**src/rtl/mult_pkg.sv**
```systemverilog
// Shared constants and elaboration-time helpers for the pipelined multiplier.
package mult_pkg;

  localparam int DEF_WIDTH = 32;
  localparam int PROD_W    = 2 * DEF_WIDTH;
  localparam int MULT_LAT  = 3;

  // Rows left after one 3:2 level: each full group of three becomes two, leftovers pass through.
  function automatic int csa_next(input int n);
    return 2 * (n / 3) + (n % 3);
  endfunction

  // Number of 3:2 reduction levels needed to bring n operands down to a sum/carry pair.
  function automatic int csa_levels(input int n);
    int m;
    int k;
    m = n;
    k = 0;
    while (m > 2) begin
      m = csa_next(m);
      k++;
    end
    return k;
  endfunction

  function automatic int rows_at(input int n, input int lvl);
    int m;
    m = n;
    for (int k = 0; k < lvl; k++) m = csa_next(m);
    return m;
  endfunction

endpackage

```
**src/rtl/mult_pipe_csa_3to2.sv**
```systemverilog
// Combinational 3:2 compressor row; carry comes out pre-shifted by one bit.
module csa_3to2 #(
  parameter int W = 8
) (
  input  logic [W-1:0] a,
  input  logic [W-1:0] b,
  input  logic [W-1:0] c,
  output logic [W-1:0] sum,
  output logic [W-1:0] carry
);

  assign sum   = a ^ b ^ c;
  assign carry = {(a[W-2:0] & b[W-2:0]) | (a[W-2:0] & c[W-2:0]) | (b[W-2:0] & c[W-2:0]), 1'b0};

endmodule

```
**src/rtl/mult_pipe.sv**
```systemverilog
// Three-stage WIDTHxWIDTH signed/unsigned multiplier: magnitudes, carry-save tree, final add/sign/overflow.
module mult_pipe
  import mult_pkg::*;
#(
  parameter int WIDTH = 32,
  parameter int TAG_W = 4
) (
  input  logic               clk,
  input  logic               reset_n,
  input  logic               in_valid,
  output logic               in_ready,
  input  logic [WIDTH-1:0]   in_a,
  input  logic [WIDTH-1:0]   in_b,
  input  logic               in_signed,
  input  logic [TAG_W-1:0]   in_tag,
  output logic               out_valid,
  input  logic               out_ready,
  output logic [2*WIDTH-1:0] out_prod,
  output logic               out_ovf,
  output logic [TAG_W-1:0]   out_tag
);

  localparam int PW   = 2 * WIDTH;
  localparam int LVLS = csa_levels(WIDTH);

  logic adv;
  assign adv      = !out_valid || out_ready;
  assign in_ready = adv;

  // Unsigned WIDTH bits already hold |-2^(WIDTH-1)| exactly, so no extra magnitude bit is kept.
  function automatic logic [WIDTH-1:0] mag_of(input logic [WIDTH-1:0] x, input logic s);
    return (s && x[WIDTH-1]) ? -x : x;
  endfunction

  // ---------------- S1: operands -> magnitudes
  logic               v1, s1_neg, s1_sgn;
  logic [WIDTH-1:0]   s1_ma, s1_mb;
  logic [TAG_W-1:0]   s1_tag;

  always_ff @(posedge clk or negedge reset_n) begin
    if (!reset_n) begin
      v1     <= 1'b0;
      s1_neg <= 1'b0;
      s1_sgn <= 1'b0;
      s1_ma  <= '0;
      s1_mb  <= '0;
      s1_tag <= '0;
    end else if (adv) begin
      v1 <= in_valid;
      if (in_valid) begin
        s1_neg <= in_signed && (in_a[WIDTH-1] ^ in_b[WIDTH-1]);
        s1_sgn <= in_signed;
        s1_ma  <= mag_of(in_a, in_signed);
        s1_mb  <= mag_of(in_b, in_signed);
        s1_tag <= in_tag;
      end
    end
  end

  // ---------------- S2: partial products and carry-save tree
  logic [WIDTH-1:0][PW-1:0] pp;

  for (genvar i = 0; i < WIDTH; i++) begin : g_pp
    assign pp[i] = s1_mb[i] ? (PW'(s1_ma) << i) : '0;
  end

  for (genvar l = 0; l < LVLS; l++) begin : g_lvl
    localparam int N  = rows_at(WIDTH, l);
    localparam int NN = rows_at(WIDTH, l + 1);
    localparam int G  = N / 3;
    logic [N-1:0][PW-1:0]  rows_in;
    logic [NN-1:0][PW-1:0] rows_out;

    if (l == 0) begin : g_src
      assign rows_in = pp;
    end else begin : g_src
      assign rows_in = g_lvl[l-1].rows_out;
    end

    for (genvar g = 0; g < G; g++) begin : g_csa
      csa_3to2 #(.W(PW)) u_csa (
        .a    (rows_in[3*g]),
        .b    (rows_in[3*g+1]),
        .c    (rows_in[3*g+2]),
        .sum  (rows_out[2*g]),
        .carry(rows_out[2*g+1])
      );
    end

    for (genvar r = 0; r < N % 3; r++) begin : g_pass
      assign rows_out[2*G+r] = rows_in[3*G+r];
    end
  end

  logic               v2, s2_neg, s2_sgn;
  logic [PW-1:0]      s2_sum, s2_carry;
  logic [TAG_W-1:0]   s2_tag;

  always_ff @(posedge clk or negedge reset_n) begin
    if (!reset_n) begin
      v2       <= 1'b0;
      s2_neg   <= 1'b0;
      s2_sgn   <= 1'b0;
      s2_sum   <= '0;
      s2_carry <= '0;
      s2_tag   <= '0;
    end else if (adv) begin
      v2 <= v1;
      if (v1) begin
        s2_neg   <= s1_neg;
        s2_sgn   <= s1_sgn;
        s2_sum   <= g_lvl[LVLS-1].rows_out[0];
        s2_carry <= g_lvl[LVLS-1].rows_out[1];
        s2_tag   <= s1_tag;
      end
    end
  end

  // ---------------- S3: carry-propagate add, sign fix-up, overflow
  logic [PW-1:0] raw, prod;
  logic          ovf;

  always_comb begin
    raw  = s2_sum + s2_carry;
    // A zero magnitude keeps its plain encoding regardless of the operand signs.
    prod = (s2_neg && (|raw)) ? -raw : raw;
    if (s2_sgn) ovf = !((&prod[PW-1:WIDTH-1]) || !(|prod[PW-1:WIDTH-1]));
    else        ovf = |prod[PW-1:WIDTH];
  end

  always_ff @(posedge clk or negedge reset_n) begin
    if (!reset_n) begin
      out_valid <= 1'b0;
      out_prod  <= '0;
      out_ovf   <= 1'b0;
      out_tag   <= '0;
    end else if (adv) begin
      out_valid <= v2;
      if (v2) begin
        out_prod <= prod;
        out_ovf  <= ovf;
        out_tag  <= s2_tag;
      end
    end
  end

endmodule
```
**config.mk**
```make
export PLATFORM = sky130hd
export DESIGN_NAME = mult_pipe
export DESIGN_NICKNAME = d
export VERILOG_FILES = /design/src/rtl/mult_pkg.sv /design/src/rtl/mult_pipe_csa_3to2.sv /design/src/rtl/mult_pipe.sv
export SDC_FILE = /design/constraint.sdc
export NUM_CORES = 2
export LEC_CHECK = 0
export ABC_AREA = 1
export CAP_MARGIN = 20
export CELL_PAD_IN_SITES_DETAIL_PLACEMENT = 2
export CELL_PAD_IN_SITES_GLOBAL_PLACEMENT = 2
export CORE_UTILIZATION = 34
export CTS_CLUSTER_DIAMETER = 60
export DETAILED_ROUTE_END_ITERATION = 16
export PLACE_DENSITY_LB_ADDON = 0.1
export SYNTH_ARGS = -nofsm -noshare
export SYNTH_HDL_FRONTEND = slang
export SYNTH_SLANG_ARGS = --single-unit
```
**constraint.sdc**
```tcl
create_clock -name clk -period 5 [get_ports clk]
set_clock_uncertainty 0.2 [all_clocks]
set_input_delay 1.5 -clock clk [delete_from_list [all_inputs] [get_ports clk]]
set_output_delay 1.5 -clock clk [all_outputs]
set_load 0.02 [all_outputs]
```
==> results.toml <==
[final_layout]
seq_area_um2 = 6690
final_core_util_pct = 40.9
stdcell_area_um2 = 60000
multi_input_area_um2 = 35800
synthToLayoutAreaGrowth_pct = 18.9
fin_nets = 8565
fillerInstances = 17154
final_cells = 9321
drive_gt1_share_pct = 12.5

[global_route]
grt_max_degree = 134
overflow = 0
antenna_found_initial = 2
grt_pass1_vias = 52365
grt_util_all_layers_pct = 25.5
grt_pass1_wl_um = 297000

[route]
wl_um = 188000
drc_errors = 0
wire_per_inst_um = 20.2
ant_nets = 0
first_pass_iters = 5
via_per_inst = 4.77
drtIter0Drc = 1630
via_count = 44500

[min_path]
hold_class = "reg2reg"
min_path_cells = 2
min-delay-start = "v2"
whs_endpoint = "out_valid"

[logic_synthesis]
synth_edf_count = 0
syn_area_um2 = 50400
ys_ff_latch = 266
ys.flop_type = "dfrtp_1"
yosys_warnings = 0
synthArstFlopShare_pct = 100
synthCells = 7078
synth_seq_area_share_pct = 13.2
synth_cell_type_count = 42
avgSynthCellArea_um2 = 7.12
synthesis.nets = 8276

[critical_path]
r2r_cells = 17
crit_fanout = 21
startpoint_type = "flip-flop"
critPathCaptureType = "flip-flop"
cp.arrival_ns = 5.95
r2r-end = "s2_sum[33]"
rr_startpoint = "s1_ma[18]"
rrSetupSlack_ns = -0.56
crit_required_ns = 5.38
crit_type = "reg2reg"

[job]
cap_violations = 0

[timing]
post-route-period-util_pct = 111
slew_violations = 0
hold_viol = 0
maxSlewHeadroom_pct = 16.7
setup_viol = 84
worstMarginPinSlew_ns = 1.24
period_needed_ns = 5.56
fmax_mhz = 180
fin_ws_ns = -0.565
rsz0062_at_grt = "true"

[die]
ios = 144
chipHeight_um = 387
rows = 140
start_util_pct = 34.4
design.core.area_um2 = 146000
die-area_um2 = 150000
dieWidth_um = 387

[clocking]
cts-root-buf = "clkbuf_16"
cts_made_buffers = 45
clock_path_buffers = 3
clock_sinks = 266
htreeDepth = 2
clkTransAtPathRegs_ns = 0.05
ctsHoldBuffers = 0
cts_tree = "done"
insertion_delay_ns = 0.64

[outcome]
status = "finished, violations left"
violations = "setup timing"

[place]
placed_area_um2 = 56600
portBuffers = 143
dpl.hpwl_um = 155000
gp_congestion = 0.841
place_inst = 9167
cell usage after synthesis (9+ instances only):
| cell type | n | area (µm²) |
|---|---|---|
| nor2_1 | 314 | 1180 |
| fa_1 | 908 | 18200 |
| dfrtp_1 | 266 | 6660 |
| clkinv_1 | 9 | 33.8 |
| xnor2_1 | 36 | 315 |
| nand3_1 | 169 | 846 |
| nand2_2 | 24 | 150 |
| nor3_1 | 28 | 140 |
| inv_2 | 18 | 67.6 |
| nand3_2 | 9 | 90.1 |
| a21oi_1 | 55 | 275 |
| nand2_1 | 2464 | 9250 |
| a31oi_1 | 11 | 68.8 |
| nor2_2 | 20 | 125 |
| xor2_1 | 59 | 517 |
| o21ai_0 | 123 | 616 |
| nand4_1 | 55 | 344 |
| ha_1 | 217 | 2720 |
| clkbuf_1 | 312 | 1170 |
| inv_1 | 1916 | 7190 |
cell families after synthesis:
logic type	after synthesis	synth area share, %
xor+xnor	95	1.65
compound gates	203	2.12
flops	266	13.2
buf+inv	2271	17.0
fa+ha+maj	1125	41.4
simple gates	3118	24.6
sequential cells by signal, summed over array words and instances, names as in the netlist:
register	cells
s2_neg	1
s1_mb	32
s2_sgn	1
s2_sum	63
out_ovf	1
v1	1
s1_ma	32
s2_carry	55
s2_tag	4
out_valid	1
s1_tag	4
out_tag	4
s1_neg	1
out_prod	64
v2	1
s1_sgn	1
final cells by class:
type	count	area share (%)
Antenna cell	1	0.00417
Clock buffer	61	2.11
Clock inverter	22	0.568
Multi-Input combinational cell	4541	59.8
Tap cell	1917	4.00
Inverter	1943	12.2
Timing Repair Buffer	570	10.2
Sequential cell	266	11.2
cell usage in the layout (no fill, tap or decap), drive strengths merged, types with 4 or more instances in the layout:
| cell type | Yosys | layout |
|---|---|---|
| ha | 217 | 217 |
| clkbuf | 312 | 67 |
| nand4 | 55 | 55 |
| xnor2 | 36 | 36 |
| and2 | 10 | 10 |
| buf | 16 | 421 |
| nor3 | 28 | 28 |
| fa | 908 | 908 |
| dfrtp | 266 | 266 |
| o21ai | 124 | 124 |
| a21oi | 58 | 58 |
| clkdlybuf4s50 | 0 | 142 |
| nor2 | 340 | 340 |
| nor4 | 6 | 6 |
| xor2 | 59 | 59 |
| nand3 | 178 | 178 |
| inv | 1934 | 1938 |
| a31oi | 11 | 11 |
| o21bai | 4 | 4 |
| clkinv | 9 | 17 |
| nand2 | 2490 | 2490 |
| bufinv | 0 | 6 |
| nor3b | 6 | 6 |
| clkinvlp | 0 | 4 |
repair_timing:
item / in CTS / in global routing
cloned: 3 / 6
gates resized for setup: 244 / 186
pin swaps: 92 / 103
buffers inserted: 44 / 19
hold endpoints to repair: 0 / 0
endpoints found under the setup margin: 94 / 108
through the flow:
step / hold WS (ns) / worst slack (ns) / setup TNS (ns)
6_report: 0.271 / -0.565 / -29.43
4_1_cts: 0.266 / -0.525 / -28.16
2_1_floorplan: 0.232 / -0.175 / -3.48
3_5_place_dp: 0.267 / -0.663 / -41.63
3_3_place_gp: 0.259 / -0.514 / -30.36
5_1_grt: 0.291 / -0.686 / -42.15
worst max-delay path by stage:
stage	from	end	slack (ns)	cells past startpoint
after global routing	s1_ma[18]	s2_sum[33]	-0.69	17
after CTS	s1_ma[23]	s2_sum[24]	-0.53	20
after floorplan	s1_mb[17]	s2_sum[35]	-0.17	18
final	s1_ma[18]	s2_sum[33]	-0.56	17
after detailed placement	s1_ma[8]	s2_sum[37]	-0.66	17
after global placement	s1_ma[8]	s2_sum[37]	-0.51	17
worst max-delay path, cell delays in order, from the launching register on:
cell	delay, ns
dfrtp_1	0.39
buf_12	0.22
nand2_1	0.10
fa_1	0.49
inv_1	0.05
fa_1	0.52
inv_1	0.07
fa_1	0.53
inv_1	0.05
fa_1	0.52
inv_2	0.05
fa_2	0.60
fa_1	0.44
fa_1	0.53
inv_2	0.05
fa_2	0.52
nand2_1	0.06
nand2_1	0.10
layer usage:
layer | vias up | global-route usage, % | wire [µm]
li1 | 20443 | - | -
met4 | 0 | 6.47 | 4950
met5 | - | 0 | 0
met2 | 677 | 45.4 | 94700
met1 | 23133 | 32.9 | 82600
met3 | 247 | 2.59 | 6280
Power is left out: the tool's default activity adds up to more than one toggle a clock period on the data nets, which glitch-free logic cannot reach.
